[src/rtl/uart_rx_fifo_if.sv]
// Receive-side handshake between the UART receiver FIFO and its consumer.
// The FIFO side uses the master modport; the consumer uses slave.
interface uart_rx_fifo_if #(
  parameter int FIFO_DEPTH = 16
);
  localparam int LW = $clog2(FIFO_DEPTH) + 1;

  logic          rx_ready_i;
  logic          rx_valid_o;
  logic [7:0]    rx_data_o;
  logic          rx_ferr_o;
  logic          rx_perr_o;
  logic [LW-1:0] level_o;

  modport master (
    input  rx_ready_i,
    output rx_valid_o, rx_data_o, rx_ferr_o, rx_perr_o, level_o
  );

  modport slave (
    output rx_ready_i,
    input  rx_valid_o, rx_data_o, rx_ferr_o, rx_perr_o, level_o
  );
endinterface

[src/rtl/uart_rx_fifo.sv]
// UART receiver (configurable bit time, width, parity, stop bits) feeding a
// show-ahead FIFO whose entries carry framing and parity error flags.
module uart_rx_fifo #(
  parameter int CLKS_PER_BIT = 16,
  parameter int DATA_BITS    = 8,
  parameter int PARITY       = 0,
  parameter int STOP_BITS    = 1,
  parameter int FIFO_DEPTH   = 16
) (
  input  logic             wb_clk_i,
  input  logic             wb_rst_i,
  input  logic             rx_i,
  input  logic             clr_i,
  output logic             overrun_o,
  uart_rx_fifo_if.master   rx_if
);
  localparam int AW = $clog2(FIFO_DEPTH);
  localparam int EW = DATA_BITS + 2;
  localparam int CW = $clog2(CLKS_PER_BIT);
  localparam logic [CW-1:0] HALF_CNT = CW'(CLKS_PER_BIT / 2 - 1);
  localparam logic [CW-1:0] FULL_CNT = CW'(CLKS_PER_BIT - 1);

  typedef enum logic [2:0] {
    S_IDLE, S_START, S_DATA, S_PARITY, S_STOP, S_PUSH, S_BREAK
  } state_t;

  state_t                state_q, state_d;
  logic                  sync1_q, sync2_q;
  logic [CW-1:0]         cnt_q, cnt_d;
  logic [2:0]            bit_q, bit_d;
  logic [DATA_BITS-1:0]  shift_q, shift_d;
  logic                  perr_q, perr_d;
  logic                  ferr_q, ferr_d;
  logic [AW:0]           wr_ptr_q, wr_ptr_d;
  logic [AW:0]           rd_ptr_q, rd_ptr_d;
  logic                  overrun_q, overrun_d;
  logic [EW-1:0]         mem_q [FIFO_DEPTH];

  logic                  rxs;
  logic                  sample;
  logic                  push_en, pop_en, wr_en, full, empty;
  logic [EW-1:0]         head;

  assign rxs    = sync2_q;
  assign sample = (cnt_q == '0);

  // State register and all datapath flops
  always_ff @(posedge wb_clk_i) begin
    if (wb_rst_i) begin
      state_q   <= S_IDLE;
      sync1_q   <= 1'b1;
      sync2_q   <= 1'b1;
      cnt_q     <= '0;
      bit_q     <= '0;
      shift_q   <= '0;
      perr_q    <= 1'b0;
      ferr_q    <= 1'b0;
      wr_ptr_q  <= '0;
      rd_ptr_q  <= '0;
      overrun_q <= 1'b0;
    end else begin
      state_q   <= state_d;
      sync1_q   <= rx_i;
      sync2_q   <= sync1_q;
      cnt_q     <= cnt_d;
      bit_q     <= bit_d;
      shift_q   <= shift_d;
      perr_q    <= perr_d;
      ferr_q    <= ferr_d;
      wr_ptr_q  <= wr_ptr_d;
      rd_ptr_q  <= rd_ptr_d;
      overrun_q <= overrun_d;
    end
  end

  always_ff @(posedge wb_clk_i) begin
    if (wr_en) begin
      mem_q[wr_ptr_q[AW-1:0]] <= {ferr_q, perr_q, shift_q};
    end
  end

  // Next-state and frame assembly
  always_comb begin
    state_d = state_q;
    cnt_d   = cnt_q;
    bit_d   = bit_q;
    shift_d = shift_q;
    perr_d  = perr_q;
    ferr_d  = ferr_q;
    case (state_q)
      S_IDLE: begin
        if (!rxs) begin
          state_d = S_START;
          cnt_d   = HALF_CNT;
        end
      end
      S_START: begin
        if (!sample) begin
          cnt_d = cnt_q - CW'(1);
        end else if (rxs) begin
          state_d = S_IDLE;
        end else begin
          state_d = S_DATA;
          cnt_d   = FULL_CNT;
          bit_d   = 3'(DATA_BITS - 1);
          perr_d  = 1'b0;
          ferr_d  = 1'b0;
        end
      end
      S_DATA: begin
        if (!sample) begin
          cnt_d = cnt_q - CW'(1);
        end else begin
          shift_d = {rxs, shift_q[DATA_BITS-1:1]};
          cnt_d   = FULL_CNT;
          if (bit_q != 3'd0) begin
            bit_d = bit_q - 3'd1;
          end else if (PARITY != 0) begin
            state_d = S_PARITY;
          end else begin
            state_d = S_STOP;
            bit_d   = 3'(STOP_BITS - 1);
          end
        end
      end
      S_PARITY: begin
        if (!sample) begin
          cnt_d = cnt_q - CW'(1);
        end else begin
          // Odd parity flags an even total of ones, even parity an odd total
          perr_d  = (PARITY == 1) ? ~(^shift_q ^ rxs) : (^shift_q ^ rxs);
          state_d = S_STOP;
          cnt_d   = FULL_CNT;
          bit_d   = 3'(STOP_BITS - 1);
        end
      end
      S_STOP: begin
        if (!sample) begin
          cnt_d = cnt_q - CW'(1);
        end else begin
          if (!rxs) ferr_d = 1'b1;
          cnt_d = FULL_CNT;
          if (bit_q != 3'd0) begin
            bit_d = bit_q - 3'd1;
          end else begin
            state_d = S_PUSH;
          end
        end
      end
      S_PUSH: begin
        // A clean frame lets the next start bit be caught in this same cycle
        if (ferr_q) begin
          state_d = S_BREAK;
        end else if (!rxs) begin
          state_d = S_START;
          cnt_d   = HALF_CNT;
        end else begin
          state_d = S_IDLE;
        end
      end
      S_BREAK: begin
        if (rxs) state_d = S_IDLE;
      end
      default: state_d = S_IDLE;
    endcase
  end

  // Outputs: FIFO control, overrun flag and show-ahead head entry
  always_comb begin
    push_en   = (state_q == S_PUSH);
    empty     = (wr_ptr_q == rd_ptr_q);
    full      = (wr_ptr_q[AW] != rd_ptr_q[AW]) &&
                (wr_ptr_q[AW-1:0] == rd_ptr_q[AW-1:0]);
    pop_en    = !empty && rx_if.rx_ready_i;
    wr_en     = push_en && (!full || pop_en);
    wr_ptr_d  = wr_en  ? wr_ptr_q + 1'b1 : wr_ptr_q;
    rd_ptr_d  = pop_en ? rd_ptr_q + 1'b1 : rd_ptr_q;
    overrun_d = overrun_q;
    if (clr_i) overrun_d = 1'b0;
    if (push_en && full && !pop_en) overrun_d = 1'b1;

    head                = mem_q[rd_ptr_q[AW-1:0]];
    rx_if.rx_valid_o    = !empty;
    rx_if.rx_data_o     = '0;
    rx_if.rx_ferr_o     = 1'b0;
    rx_if.rx_perr_o     = 1'b0;
    if (!empty) begin
      rx_if.rx_data_o[DATA_BITS-1:0] = head[DATA_BITS-1:0];
      rx_if.rx_ferr_o                = head[EW-1];
      rx_if.rx_perr_o                = head[EW-2];
    end
    rx_if.level_o = wr_ptr_q - rd_ptr_q;
    overrun_o     = overrun_q;
  end
endmodule

[src/flat_wrapper.sv]
// flat-port wrapper written by rule: the top's interface ports become plain ports
module uart_rx_fifo_flat 
#(
  parameter int CLKS_PER_BIT = 16,
  parameter int DATA_BITS    = 8,
  parameter int PARITY       = 0,
  parameter int STOP_BITS    = 1,
  parameter int FIFO_DEPTH   = 16
)
  (wb_clk_i, wb_rst_i, rx_i, clr_i, overrun_o, rx_if_rx_ready_i, rx_if_rx_valid_o, rx_if_rx_data_o, rx_if_rx_ferr_o, rx_if_rx_perr_o, rx_if_level_o);
  uart_rx_fifo_if #(.FIFO_DEPTH(FIFO_DEPTH)) rx_if_i ();
  input  logic wb_clk_i;
  input  logic wb_rst_i;
  input  logic rx_i;
  input  logic clr_i;
  output logic overrun_o;
  input wire logic [$bits(rx_if_i.rx_ready_i)-1:0] rx_if_rx_ready_i;
  output wire logic [$bits(rx_if_i.rx_valid_o)-1:0] rx_if_rx_valid_o;
  output wire logic [$bits(rx_if_i.rx_data_o)-1:0] rx_if_rx_data_o;
  output wire logic [$bits(rx_if_i.rx_ferr_o)-1:0] rx_if_rx_ferr_o;
  output wire logic [$bits(rx_if_i.rx_perr_o)-1:0] rx_if_rx_perr_o;
  output wire logic [$bits(rx_if_i.level_o)-1:0] rx_if_level_o;
  assign rx_if_i.rx_ready_i = rx_if_rx_ready_i;
  assign rx_if_rx_valid_o = rx_if_i.rx_valid_o;
  assign rx_if_rx_data_o = rx_if_i.rx_data_o;
  assign rx_if_rx_ferr_o = rx_if_i.rx_ferr_o;
  assign rx_if_rx_perr_o = rx_if_i.rx_perr_o;
  assign rx_if_level_o = rx_if_i.level_o;
  uart_rx_fifo #(.CLKS_PER_BIT(CLKS_PER_BIT), .DATA_BITS(DATA_BITS), .PARITY(PARITY), .STOP_BITS(STOP_BITS), .FIFO_DEPTH(FIFO_DEPTH)) u_core (.wb_clk_i(wb_clk_i), .wb_rst_i(wb_rst_i), .rx_i(rx_i), .clr_i(clr_i), .overrun_o(overrun_o), .rx_if(rx_if_i));
endmodule
[config.mk]
export PLATFORM = sky130hd
export DESIGN_NAME = uart_rx_fifo_flat
export DESIGN_NICKNAME = d
export VERILOG_FILES = /design/src/rtl/uart_rx_fifo_if.sv /design/src/rtl/uart_rx_fifo.sv /design/src/flat_wrapper.sv
export SDC_FILE = /design/constraint.sdc
export NUM_CORES = 1
export LEC_CHECK = 0
export ABC_AREA = 0
export CAP_MARGIN = 40
export CELL_PAD_IN_SITES_DETAIL_PLACEMENT = 1
export CELL_PAD_IN_SITES_GLOBAL_PLACEMENT = 1
export CORE_MARGIN = 2
export CORE_UTILIZATION = 57
export DETAILED_ROUTE_END_ITERATION = 12
export PLACE_DENSITY = 0.85
export SLEW_MARGIN = 20
export SYNTH_ARGS = -nofsm -noshare
export SYNTH_HDL_FRONTEND = slang
export SYNTH_SLANG_ARGS = --single-unit
[constraint.sdc]
create_clock -name wb_clk_i -period 6.1 [get_ports wb_clk_i]
set_input_delay 1.525 -clock wb_clk_i [delete_from_list [all_inputs] [get_ports wb_clk_i]]
set_output_delay 1.525 -clock wb_clk_i [all_outputs]
set_load 0.01 [all_outputs]
# [Yosys cells after proc, flatten, opt, wreduce, memory -nomap -nowiden]
# Memory sizes are Yosys's and may differ from the RTL's. A register that Yosys moved wholly into a read port is not among the register bits.
# Cells that the tools add are included.
# Widths: inputs -> output; s select.
[totals] n_memories=1 mem_bits_rw=160 ff_bits=33 wordCells=107 out_inout_bits=17
[mem_list] name="u_core.mem_q" depth=16 word_bits=10 rd=1 rd_clocked_by_memory_dff=1 wr=1 line="uart_rx_fifo.sv:37" rtl="logic [EW-1:0] mem_q [FIFO_DEPTH];"
[op_classes] bitwise=1 muxes=42 n_reduce_logical=25 addsub=5 n_eq_ne=22
[op_table] op="$mux 3" n=16
[op_table] op="$mux 4" n=7
[op_table] op="$pmux 3 s7" n=1
[op_table] op="$pmux 4 s4" n=1
[op_table] op="$mux 1" n=12
[op_table] op="$ne 2x1->1 const B" n=6
[op_table] op="$ne 2x2->1 const B" n=6
[op_table] op="$pmux 3 s4" n=1
[op_table] op="$add 5x1->5 const B" n=2
[op_table] op="$eq 3x3->1 const B" n=3
[op_table] op="$mux 8" n=1
[op_table] op="$reduce_and 8->1" n=1
[op_table] op="$reduce_bool 4->1" n=2
[op_table] op="$reduce_xor 8->1" n=1
[op_table] op="$reduce_and 7->1" n=1
[op_table] op="$eq 3x2->1 const B" n=2
[op_table] op="$reduce_bool 2->1" n=3
[op_table] op="$eq 5x5->1" n=1
[op_table] op="$logic_and 1x1->1" n=5
[op_table] op="$reduce_and 5->1" n=1
[op_table] op="$sub 5x5->5" n=1
[op_table] op="$eq 4x4->1" n=1
[op_table] op="$logic_not 4->1" n=1
[op_table] op="$pmux 1 s2" n=2
[op_table] op="15 further kinds" n=17

# [Logic depth before layout (Yosys ltp)]
# Gate-level depths: netlist (run 1).
[depth] depth_word=7 depth_mapped=7 ltp_nobuf=7

# [Worst setup path before layout (run 1)]
# OpenSTA, ideal clock, no wires.
[synth_timing] path_kind="reg-to-output" startpoint="reg with a tool-made name" endpoint="out rx_if_rx_data_o[0]" arrival_time_ns=1.732 path_stages_with_launch=6 n_path_buf=2 slack_ns=2.843 path_cell_list="dfxtp_1 buf_6 buf_6 mux4_1 mux4_2 and2_1"
[synth_rtl] item="end: declaration" line="flat_wrapper.sv:19" rtl="output wire logic [$bits(rx_if_i.rx_data_o)-1:0] rx_if_rx_data_o;"

==> results of run 1 <==
-- logic make-up after synthesis --
kind of cell	share of synthesized area, %
simple gates	6.39
xor+xnor	2.24
buf+inv	2.43
mux	15.9
flops	67.4
fa+ha+maj	2.07
compound gates	3.58
-- area by class of cell --
type                       instances  area, um2  share of cell area [%]
clock inverter                    15        156                    1.69
clock buffer                      17        425                    4.60
timing repair buffer              41        364                    3.93
tap                              180        225                    2.43
inverter                          16       60.1                   0.649
multi-input combinational        246       2480                    26.8
sequential                       197       5550                    59.9
-- through the flow --
step	hold WS (ns)	total power, mW	cell area [um2]	std cells	setup slack [ns]
6_report	0.414	3.01	9260	712	1.08
5_1_grt	0.431	3.11	9260	712	0.974
4_1_cts	0.418	3.02	9250	711	1.04
3_5_place_dp	0.401	1.93	8660	679	1.56
3_3_place_gp	0.393	1.90	8630	675	1.61
2_1_floorplan	0.389	1.82	8220	484	2.84
-- layout by cell type, fill, tap and decap left out, types with 3 or more instances in the layout --
| master | netlist | final |
|---|---|---|
| nand3_1 | 5 | 5 |
| a311oi_1 | 3 | 3 |
| xnor2_1 | 17 | 17 |
| mux4_2 | 29 | 29 |
| and2_1 | 10 | 10 |
| o21a_1 | 3 | 3 |
| nor2_1 | 47 | 47 |
| nand4_1 | 4 | 4 |
| mux2i_1 | 10 | 10 |
| edfxtp_1 | 160 | 160 |
| o21ai_0 | 5 | 5 |
| xor2_1 | 4 | 4 |
| nand2b_1 | 7 | 7 |
| mux4_1 | 21 | 21 |
| ha_1 | 12 | 12 |
| clkinv_1 | 0 | 3 |
| dfxtp_1 | 37 | 36 |
| nor3_1 | 10 | 10 |
| buf_4 | 1 | 19 |
| clkdlybuf4s50_1 | 0 | 21 |
| inv_1 | 16 | 16 |
| nand2_1 | 12 | 12 |
| nor2b_1 | 3 | 3 |
| a21oi_1 | 16 | 16 |
| clkbuf_16 | 0 | 17 |
| clkinv_4 | 0 | 3 |
-- layer usage --
metal	track usage, %	vias to the layer above	share of wire [%]
met4	12.4	0	3.5
met2	48.7	205	53
met3	6.55	52	5.7
met5	0	-	0
li1	-	1962	-
met1	34.3	2398	38
-- report_power, final --
| group | internal [mW] | total, mW | switching, mW |
|---|---|---|---|
| logic | 0.170 | 0.357 | 0.187 |
| registers | 1.47 | 1.54 | 0.0655 |
| clock network | 0.605 | 1.11 | 0.507 |
-- worst max-delay path: cells and delay by family, from the launching register on --
family                 cells  cell delay [ns]
buffers and inverters      2             1.02
flip-flops                 1             0.74
multiplexers               2             1.09
AND/OR/NAND/NOR            1             0.19
-- sequential cells by signal (all words and copies together), names as in the netlist, named ones only --
signal            count
u_core.mem_q        160
u_core.shift_q        8
u_core.rd_ptr_q       5
u_core.wr_ptr_q       5
u_core.cnt_q          4
u_core.bit_q          3
u_core.state_q        3
u_core.ferr_q         1
u_core.overrun_o      1
u_core.perr_q         1
u_core.rxs            1
u_core.sync1_q        1
-- how the worst min path moves through the flow --
stage / startpoint / slack [ns] / depth (start not counted) / end
after detailed placement: u_core.sync1_q$_SDFF_PP1_ / 0.40 / 1 / u_core.rxs$_SDFF_PP1_
after floorplan: u_core.sync1_q$_SDFF_PP1_ / 0.39 / 1 / u_core.rxs$_SDFF_PP1_
after global routing: u_core.sync1_q$_SDFF_PP1_ / 0.43 / 1 / u_core.rxs$_SDFF_PP1_
after global placement: u_core.sync1_q$_SDFF_PP1_ / 0.39 / 1 / u_core.rxs$_SDFF_PP1_
final: u_core.sync1_q$_SDFF_PP1_ / 0.41 / 1 / u_core.rxs$_SDFF_PP1_
after CTS: u_core.sync1_q$_SDFF_PP1_ / 0.42 / 1 / u_core.rxs$_SDFF_PP1_
==> results.ini, run 1 <==
[timing]
final_max_slew_viol_count=0
setup_viol=0
rsz0062_at_grt=false
fin_skew_ns=0.0137
fin_crit_ns=5.02
fmax_mhz=199
hold_viol_final=0
setup-tns-final_ns=0
max-slew-margin-rel_pct=44.5
period_share_pct=82.3
tightest_slew_ns=0.820

[die]
start_util_pct=58.8
core_region_area_mm2=0.0140
die_x_um=124
pin_count=22
die_area_mm2=0.0154
placementRows=43
dieHeight_um=124

[logic_synthesis]
ys.flop_type=edfxtp_1
synth_top_cell_by_area=edfxtp_1
async_flop_share_pct=0
netlist_area_mm2=0.00822
synth_commonest_cells=160 x edfxtp_1, 47 x nor2_1, 37 x dfxtp_1
synth_area_per_cell_um2=17.0
synthCells=484
yosysMostFrequentCell=edfxtp_1
ys_seq_elements=197
synth_cell_types=48
synth_area_leaders=edfxtp_1 58%, dfxtp_1 9.0%, mux4_2 7.9%
synth_nets=502
synth_edf_count=160
yosysWarnings=0
seq_area_frac_synth_pct=67.4
synth_top_area_share_pct=58.4

[clock_network]
hold_buffers=0
root_buffer=clkbuf_16
clock_path_buffers=2
cts_tree=yes
htreeDepth=4
cts_resized=0
cts_sinks=197
clkLatencyLatePin_ns=0.45
clkTransAtPathRegs_ns=0.07
numCtsBuffers=17
cts_setup_buffers=0

[grt]
grt_pass1_vias=4844
grt_start_max_net_pins=41
grt_overflow_total=0
grt_use_total_pct=28.3
grt_antenna_before_repair=0
grt_pass1_wl_um=30100

[run]
drv_cap=0

[critical_path]
worst_ep_arrival_time_ns=3.50
cp_max_fo=22
start_kind=flip-flop
critPathSlowestCell=dfxtp_2
critical_path.endpoint=rx_if_rx_data_o[5]
reg2reg_from=u_core.wr_ptr_q[2]$_SDFFE_PP0P_
reg2reg_slack_ns=3.18
cp_slowest_stage_delay_ns=0.74
end_kind=output port
cp.required_ns=4.58
worstSetupPathType=flip-flop to output port
rr_worst_depth=6
crit_chain=buf_4 -> mux4_1 -> mux4_2 -> and2_1 -> clkdlybuf4s50_1
worst_r2r_endpoint=u_core.mem_q[10][8]$_DFFE_PP_

[cells_and_area]
syn_to_final_growth_pct=12.6
fin_util_pct=66.2
nNetsFinal=537
fill_cells=1216
antenna_cells=0
drive_above_1_share_pct=16.0

[power]
p_leak_nw=3.08
peakVddDrop_mv=0.230
power_density_mw_per_mm2=325

[placed_design]
io_buffers=21
hpwl_um=12100
place_congestion=0.766

[routing]
viasPerCell=6.48
antenna_left=0
wire_per_inst_um=28.3
drtIter0Drc=579
drcViolationCount=0
via_count=4617
routed_wl_um=20200
first_pass_iters=5

[status]
status=complete, no violations

[worst_hold_path]
min_path_type=flip-flop to flip-flop

(Power assumes the default switching activity.)
==> run 2, diff against run 1 <==
CORE_UTILIZATION = 48   (was 57)
PLACE_DENSITY = 0.77   (was 0.85)
clock period = 4.5 ns   (was 6.1 ns; I/O delays follow)
==> results.ini, run 2 (same netlist as run 1, synthesis figures left out) <==
[die]
die_x_um=135  ; was 124 um
core_region_area_mm2=0.0166  ; was 0.0140 mm2
dieHeight_um=135  ; was 124 um
die_area_mm2=0.0182  ; was 0.0154 mm2
start_util_pct=49.4  ; was 58.8%
pin_count=22  ; unchanged
placementRows=47  ; was 43

[clock_network]
cts_tree=yes  ; unchanged
cts_sinks=197  ; unchanged
clkLatencyLatePin_ns=0.44  ; was 0.45 ns
numCtsBuffers=17  ; unchanged
htreeDepth=4  ; unchanged
cts_setup_buffers=0  ; unchanged
cts_resized=0  ; unchanged
root_buffer=clkbuf_16  ; unchanged
clkTransAtPathRegs_ns=0.07  ; about the same
clock_path_buffers=2  ; unchanged
hold_buffers=0  ; unchanged

[timing]
period_share_pct=88.8
fmax_mhz=250
fin_skew_ns=0.0205  ; was 0.0137 ns
rsz0062_at_grt=false  ; unchanged
setup-tns-final_ns=0  ; unchanged
hold_viol_final=0  ; unchanged
tightest_slew_ns=0.768  ; was 0.820 ns
setup_viol=0  ; unchanged
max-slew-margin-rel_pct=48.0  ; was 44.5%
fin_crit_ns=4.00
final_max_slew_viol_count=0  ; unchanged

[grt]
grt_antenna_before_repair=0  ; unchanged
grt_pass1_wl_um=27200  ; was 30100 um
grt_util_met3_pct=4.77  ; was 6.55%
grt_pass1_vias=4610  ; was 4844
grt_start_max_net_pins=41  ; unchanged
grt-busiest-layer=met2  ; unchanged
grt_use_met1_pct=26.9  ; was 34.3%
grt_use_total_pct=20.8  ; was 28.3%
grt_use_met2_pct=34.3  ; was 48.7%
grt_overflow_total=0  ; unchanged

[worst_hold_path]
min_path_type=flip-flop to flip-flop  ; unchanged
whs_path_depth=1  ; unchanged

[power]
p_comb_share_pct=12.0  ; was 11.9%
switching_share_pct=25.5  ; was 25.2%
power.switching_mw=1.03  ; was 760 uW
p_clk_share_pct=36.8  ; was 37.0%
power_mw=4.05  ; was 3.01 mW
peakVddDrop_mv=0.273  ; was 0.230 mV
pwr-share-seq_pct=51.2  ; about the same
power_density_mw_per_mm2=434  ; was 325 mW/mm2
p_int_mw=3.02  ; was 2.25 mW
p_leak_nw=3.09  ; was 3.08 nW

[cells_and_area]
syn_to_final_growth_pct=13.6  ; was 12.6%
drive_above_1_share_pct=16.7  ; was 16.0%
largest_register_ffs=160  ; unchanged
nNetsFinal=538  ; was 537
layout_common_cells=160 x edfxtp_1, 47 x nor2_1, 36 x dfxtp_1  ; unchanged
fin_area_mm2=0.00934  ; was 0.00926 mm2
layout_commonest_cell=edfxtp_1  ; unchanged
instances_no_fill=753  ; was 712
antenna_cells=0  ; unchanged

[routing]
wire_per_inst_um=23.1  ; was 28.3 um
first_pass_iters=4  ; was 5
antenna_left=0  ; unchanged
via_count=4333  ; was 4617
drcViolationCount=0  ; unchanged
routed_wl_um=17400  ; was 20200 um
viasPerCell=5.75  ; was 6.48
drtIter0Drc=317  ; was 579

[critical_path]
cp.required_ns=3.38  ; was 4.58 ns
critPathSlowestCell=mux4_1  ; was dfxtp_2
cp_max_fo=40  ; was 22
worst_ep_arrival_time_ns=2.87  ; was 3.50 ns
start_kind=flip-flop  ; unchanged
worstSetupPathType=flip-flop to output port  ; unchanged
cp_slowest_stage_delay_ns=0.63  ; was 0.74 ns
end_kind=output port  ; unchanged
crit_chain=buf_12 -> mux4_1 -> mux4_2 -> and2_1 -> clkdlybuf4s50_1  ; was buf_4 -> mux4_1 -> mux4_2 -> and2_1 -> clkdlybuf4s50_1
rr_worst_depth=8  ; was 6

[placed_design]
place_area_mm2=0.00875  ; was 0.00866 mm2
hpwl_um=10800  ; was 12100 um
place_congestion=0.723  ; was 0.766
placed_cells=721  ; was 679
io_buffers=21  ; unchanged

[status]
status=complete, no violations  ; unchanged

[run]
drv_cap=0  ; unchanged

==> run 2: changes by cell type in the layout (fill, tap and decap cells not counted), sizes merged <==
| cell | before | now |
|---|---|---|
| buf | 20 | 21 |
| clkinv | 9 | 4 |
| clkinvlp | 2 | 3 |
| bufinv | 2 | 1 |
| inv | 18 | 23 |
==> run 2: critical path, delay by kind of cell (launching register included) <==
kind | cells | cell delay, ns
and+or+nand+nor | 1 | 0.18
buffers and inverters | 2 | 0.77
DFF | 1 | 0.35
muxes | 2 | 1.11
==> run 2: final timing paths <==
| check | start | endpoint | slack, ns |
|---|---|---|---|
| max | flip-flop | rx_if_rx_data_o[7] | 0.50 |
| min | u_core.sync1_q$_SDFF_PP1_ | u_core.rxs$_SDFF_PP1_ | 0.42 |
| max reg2reg | u_core.wr_ptr_q[0]$_SDFFE_PP0P_ | u_core.wr_ptr_q[4]$_SDFFE_PP0P_ | 2.07 |
| min reg2reg | u_core.sync1_q$_SDFF_PP1_ | u_core.rxs$_SDFF_PP1_ | 0.42 |
==> run 2: layout make-up <==
type | instances | area, um2
clock buffer | 17 | 425
clock inverter | 15 | 166
fill | 1511 | 7300
inverter | 16 | 60.1
multi-input combinational | 246 | 2480
sequential | 197 | 5550
tap | 220 | 275
timing repair buffer | 42 | 392
==> run 2: power groups by stage <==
stage | sequential (mW) | combinational, mW | clock, mW
after floorplan | 2.07 | 0.392 | 0
after global placement | 2.11 | 0.467 | 0
after detailed placement | 2.11 | 0.493 | 0
after CTS | 2.07 | 0.494 | 1.52
after global routing | 2.08 | 0.544 | 1.58
final | 2.07 | 0.486 | 1.49
==> run 2: routing by layer <==
| metal | share of wire (%) | vias to the layer above |
|---|---|---|
| li1 | - | 1957 |
| met1 | 41 | 2249 |
| met2 | 52 | 116 |
| met3 | 6.1 | 11 |
| met4 | 1.1 | 0 |
| met5 | 0 | - |
==> run 2: metrics by stage <==
step | utilization (%) | hold WS (ns) | worst slack (ns)
after global routing | 56.1 | 0.435 | 0.384
after CTS | 56.1 | 0.427 | 0.477
final | 56.1 | 0.422 | 0.503
after global placement | 52.4 | 0.410 | 1.03
after detailed placement | 52.6 | 0.403 | 0.974
after floorplan | - | 0.389 | 1.64
==> run 3, diff against run 2 <==
CORE_ASPECT_RATIO = 1.5   (was unset)
PLACE_DENSITY = 0.78   (was 0.77)
==> results.ini, run 3 (same netlist as run 1, synthesis figures left out) <==
[grt]
grt_start_max_net_pins=41  ; unchanged
grt_overflow_total=0  ; unchanged
grt_pass1_vias=4732  ; was 4610
grt_pass1_wl_um=28200  ; was 27200 um
grt_use_total_pct=21.3  ; was 20.8%
grt_antenna_before_repair=0  ; unchanged

[power]
p_clk_share_pct=37.1  ; was 36.8%
p_comb_share_pct=11.9  ; was 12.0%
switching_share_pct=25.9  ; was 25.5%
power_density_mw_per_mm2=436  ; was 434 mW/mm2
peakVddDrop_mv=0.277  ; was 0.273 mV
p_leak_nw=3.10  ; was 3.09 nW
pwr-share-seq_pct=51.0  ; was 51.2%
power.switching_mw=1.06  ; was 1.03 mW
p_int_mw=3.03  ; was 3.02 mW

[clock_network]
htreeDepth=4  ; unchanged
numCtsBuffers=17  ; unchanged
cts_resized=0  ; unchanged
cts_sinks=197  ; unchanged
hold_buffers=0  ; unchanged
root_buffer=clkbuf_16  ; unchanged
clkLatencyLatePin_ns=0.44  ; about the same
clock_path_buffers=2  ; unchanged
cts_tree=yes  ; unchanged
clkTransAtPathRegs_ns=0.08  ; was 0.07 ns
cts_setup_buffers=0  ; unchanged

[timing]
final_max_slew_viol_count=0  ; unchanged
fmax_mhz=236  ; was 250 MHz
max-slew-margin-rel_pct=42.3  ; was 48.0%
setup-tns-final_ns=0  ; unchanged
tightest_slew_ns=0.862  ; was 0.768 ns
fin_skew_ns=0.0146  ; was 0.0205 ns
fin_crit_ns=4.24  ; was 4.00 ns
rsz0062_at_grt=false  ; unchanged
setup_viol=0  ; unchanged
period_share_pct=94.2  ; was 88.8%
hold_viol_final=0  ; unchanged

[critical_path]
reg2reg_slack_ns=1.60  ; was 2.07 ns
worstSetupPathType=flip-flop to output port  ; unchanged
critPathSlowestCell=mux4_1  ; unchanged
reg2reg_from=u_core.wr_ptr_q[2]$_SDFFE_PP0P_  ; was u_core.wr_ptr_q[0]$_SDFFE_PP0P_
crit_chain=buf_12 -> mux4_1 -> mux4_2 -> and2_1 -> clkdlybuf4s50_1  ; unchanged
cp.required_ns=3.38  ; about the same
cp_max_fo=31  ; was 40
end_kind=output port  ; unchanged
worst_ep_arrival_time_ns=3.11  ; was 2.87 ns
start_kind=flip-flop  ; unchanged
cp_slowest_stage_delay_ns=0.60  ; was 0.63 ns

[worst_hold_path]
holdCritStartpoint=u_core.sync1_q$_SDFF_PP1_  ; unchanged
min_path_type=flip-flop to flip-flop  ; unchanged

[routing]
first_pass_iters=4  ; unchanged
routed_wl_um=18300  ; was 17400 um
via_count=4387  ; was 4333
drcViolationCount=0  ; unchanged
viasPerCell=5.89  ; was 5.75
antenna_left=0  ; unchanged
drtIter0Drc=274  ; was 317
wire_per_inst_um=24.6  ; was 23.1 um

[cells_and_area]
layout_common_cells=160 x edfxtp_1, 47 x nor2_1, 36 x dfxtp_1  ; unchanged
fin_area_mm2=0.00935  ; was 0.00934 mm2
layout_commonest_cell=edfxtp_1  ; unchanged
largest_register_ffs=160  ; unchanged
antenna_cells=0  ; unchanged
fin_util_pct=55.8  ; was 56.1%
seq_area_mm2=0.00555  ; unchanged
instances_no_fill=745  ; was 753
syn_to_final_growth_pct=13.7  ; was 13.6%
nNetsFinal=540  ; was 538
drive_above_1_share_pct=16.8  ; was 16.7%
multi_input_area_mm2=0.00248  ; unchanged
fill_cells=1527  ; was 1511

[die]
start_util_pct=49.1  ; was 49.4%
placementRows=58  ; was 47
die_area_mm2=0.0182  ; about the same
pin_count=22  ; unchanged
core_region_area_mm2=0.0168  ; was 0.0166 mm2
dieHeight_um=164  ; was 135 um
die_x_um=111  ; was 135 um

[placed_design]
place_area_mm2=0.00874  ; was 0.00875 mm2
placed_cells=711  ; was 721
hpwl_um=11800  ; was 10800 um
place_congestion=0.744  ; was 0.723
io_buffers=21  ; unchanged

[run]
drv_cap=0  ; unchanged

[status]
status=complete, no violations  ; unchanged

run 3: through the flow:
stage | hold WS (ns) | worst slack (ns) | power (mW)
5_1_grt | 0.446 | 0.145 | 4.23
4_1_cts | 0.415 | 0.204 | 4.11
6_report | 0.414 | 0.262 | 4.08
3_5_place_dp | 0.398 | 0.669 | 2.61
2_1_floorplan | 0.389 | 1.64 | 2.46
3_3_place_gp | 0.396 | 0.764 | 2.58
run 3: worst paths after layout:
check	to	cells past startpoint
min reg2reg	u_core.rxs$_SDFF_PP1_	1
max reg2reg	u_core.mem_q[5][6]$_DFFE_PP_	6
min	u_core.rxs$_SDFF_PP1_	1
max	rx_if_rx_ferr_o	5
run 3: area by class of cell:
| class | instances | share of cell area (%) |
|---|---|---|
| clock inverter | 14 | 1.75 |
| timing repair buffer | 44 | 4.39 |
| sequential | 197 | 59.3 |
| clock buffer | 18 | 4.59 |
| inverter | 16 | 0.642 |
| multi-input combinational | 246 | 26.5 |
| tap | 210 | 2.81 |
run 3: power by group through the flow:
stage          Clock (mW)  Combinational, mW  Sequential, mW
6_report             1.51              0.485            2.08
5_1_grt              1.60              0.542            2.09
4_1_cts              1.53              0.492            2.08
3_5_place_dp            0              0.490            2.12
3_3_place_gp            0              0.463            2.11
2_1_floorplan           0              0.392            2.07
run 3: critical path, delay by kind of cell (launching register included):
kind	cells	cell delay, ns
mux	2	1.13
buf+inv	2	0.77
flops	1	0.56
simple gates	1	0.19
run 3: metal layers:
metal,up-vias,wire length [um],share of wire (%),global-route usage (%)
met5,-,0,0,0
met4,0,482,2.6,9.49
met3,24,772,4.2,4.17
met2,114,9890,54,37.9
met1,2293,7190,39,25.1
li1,1956,-,-,-
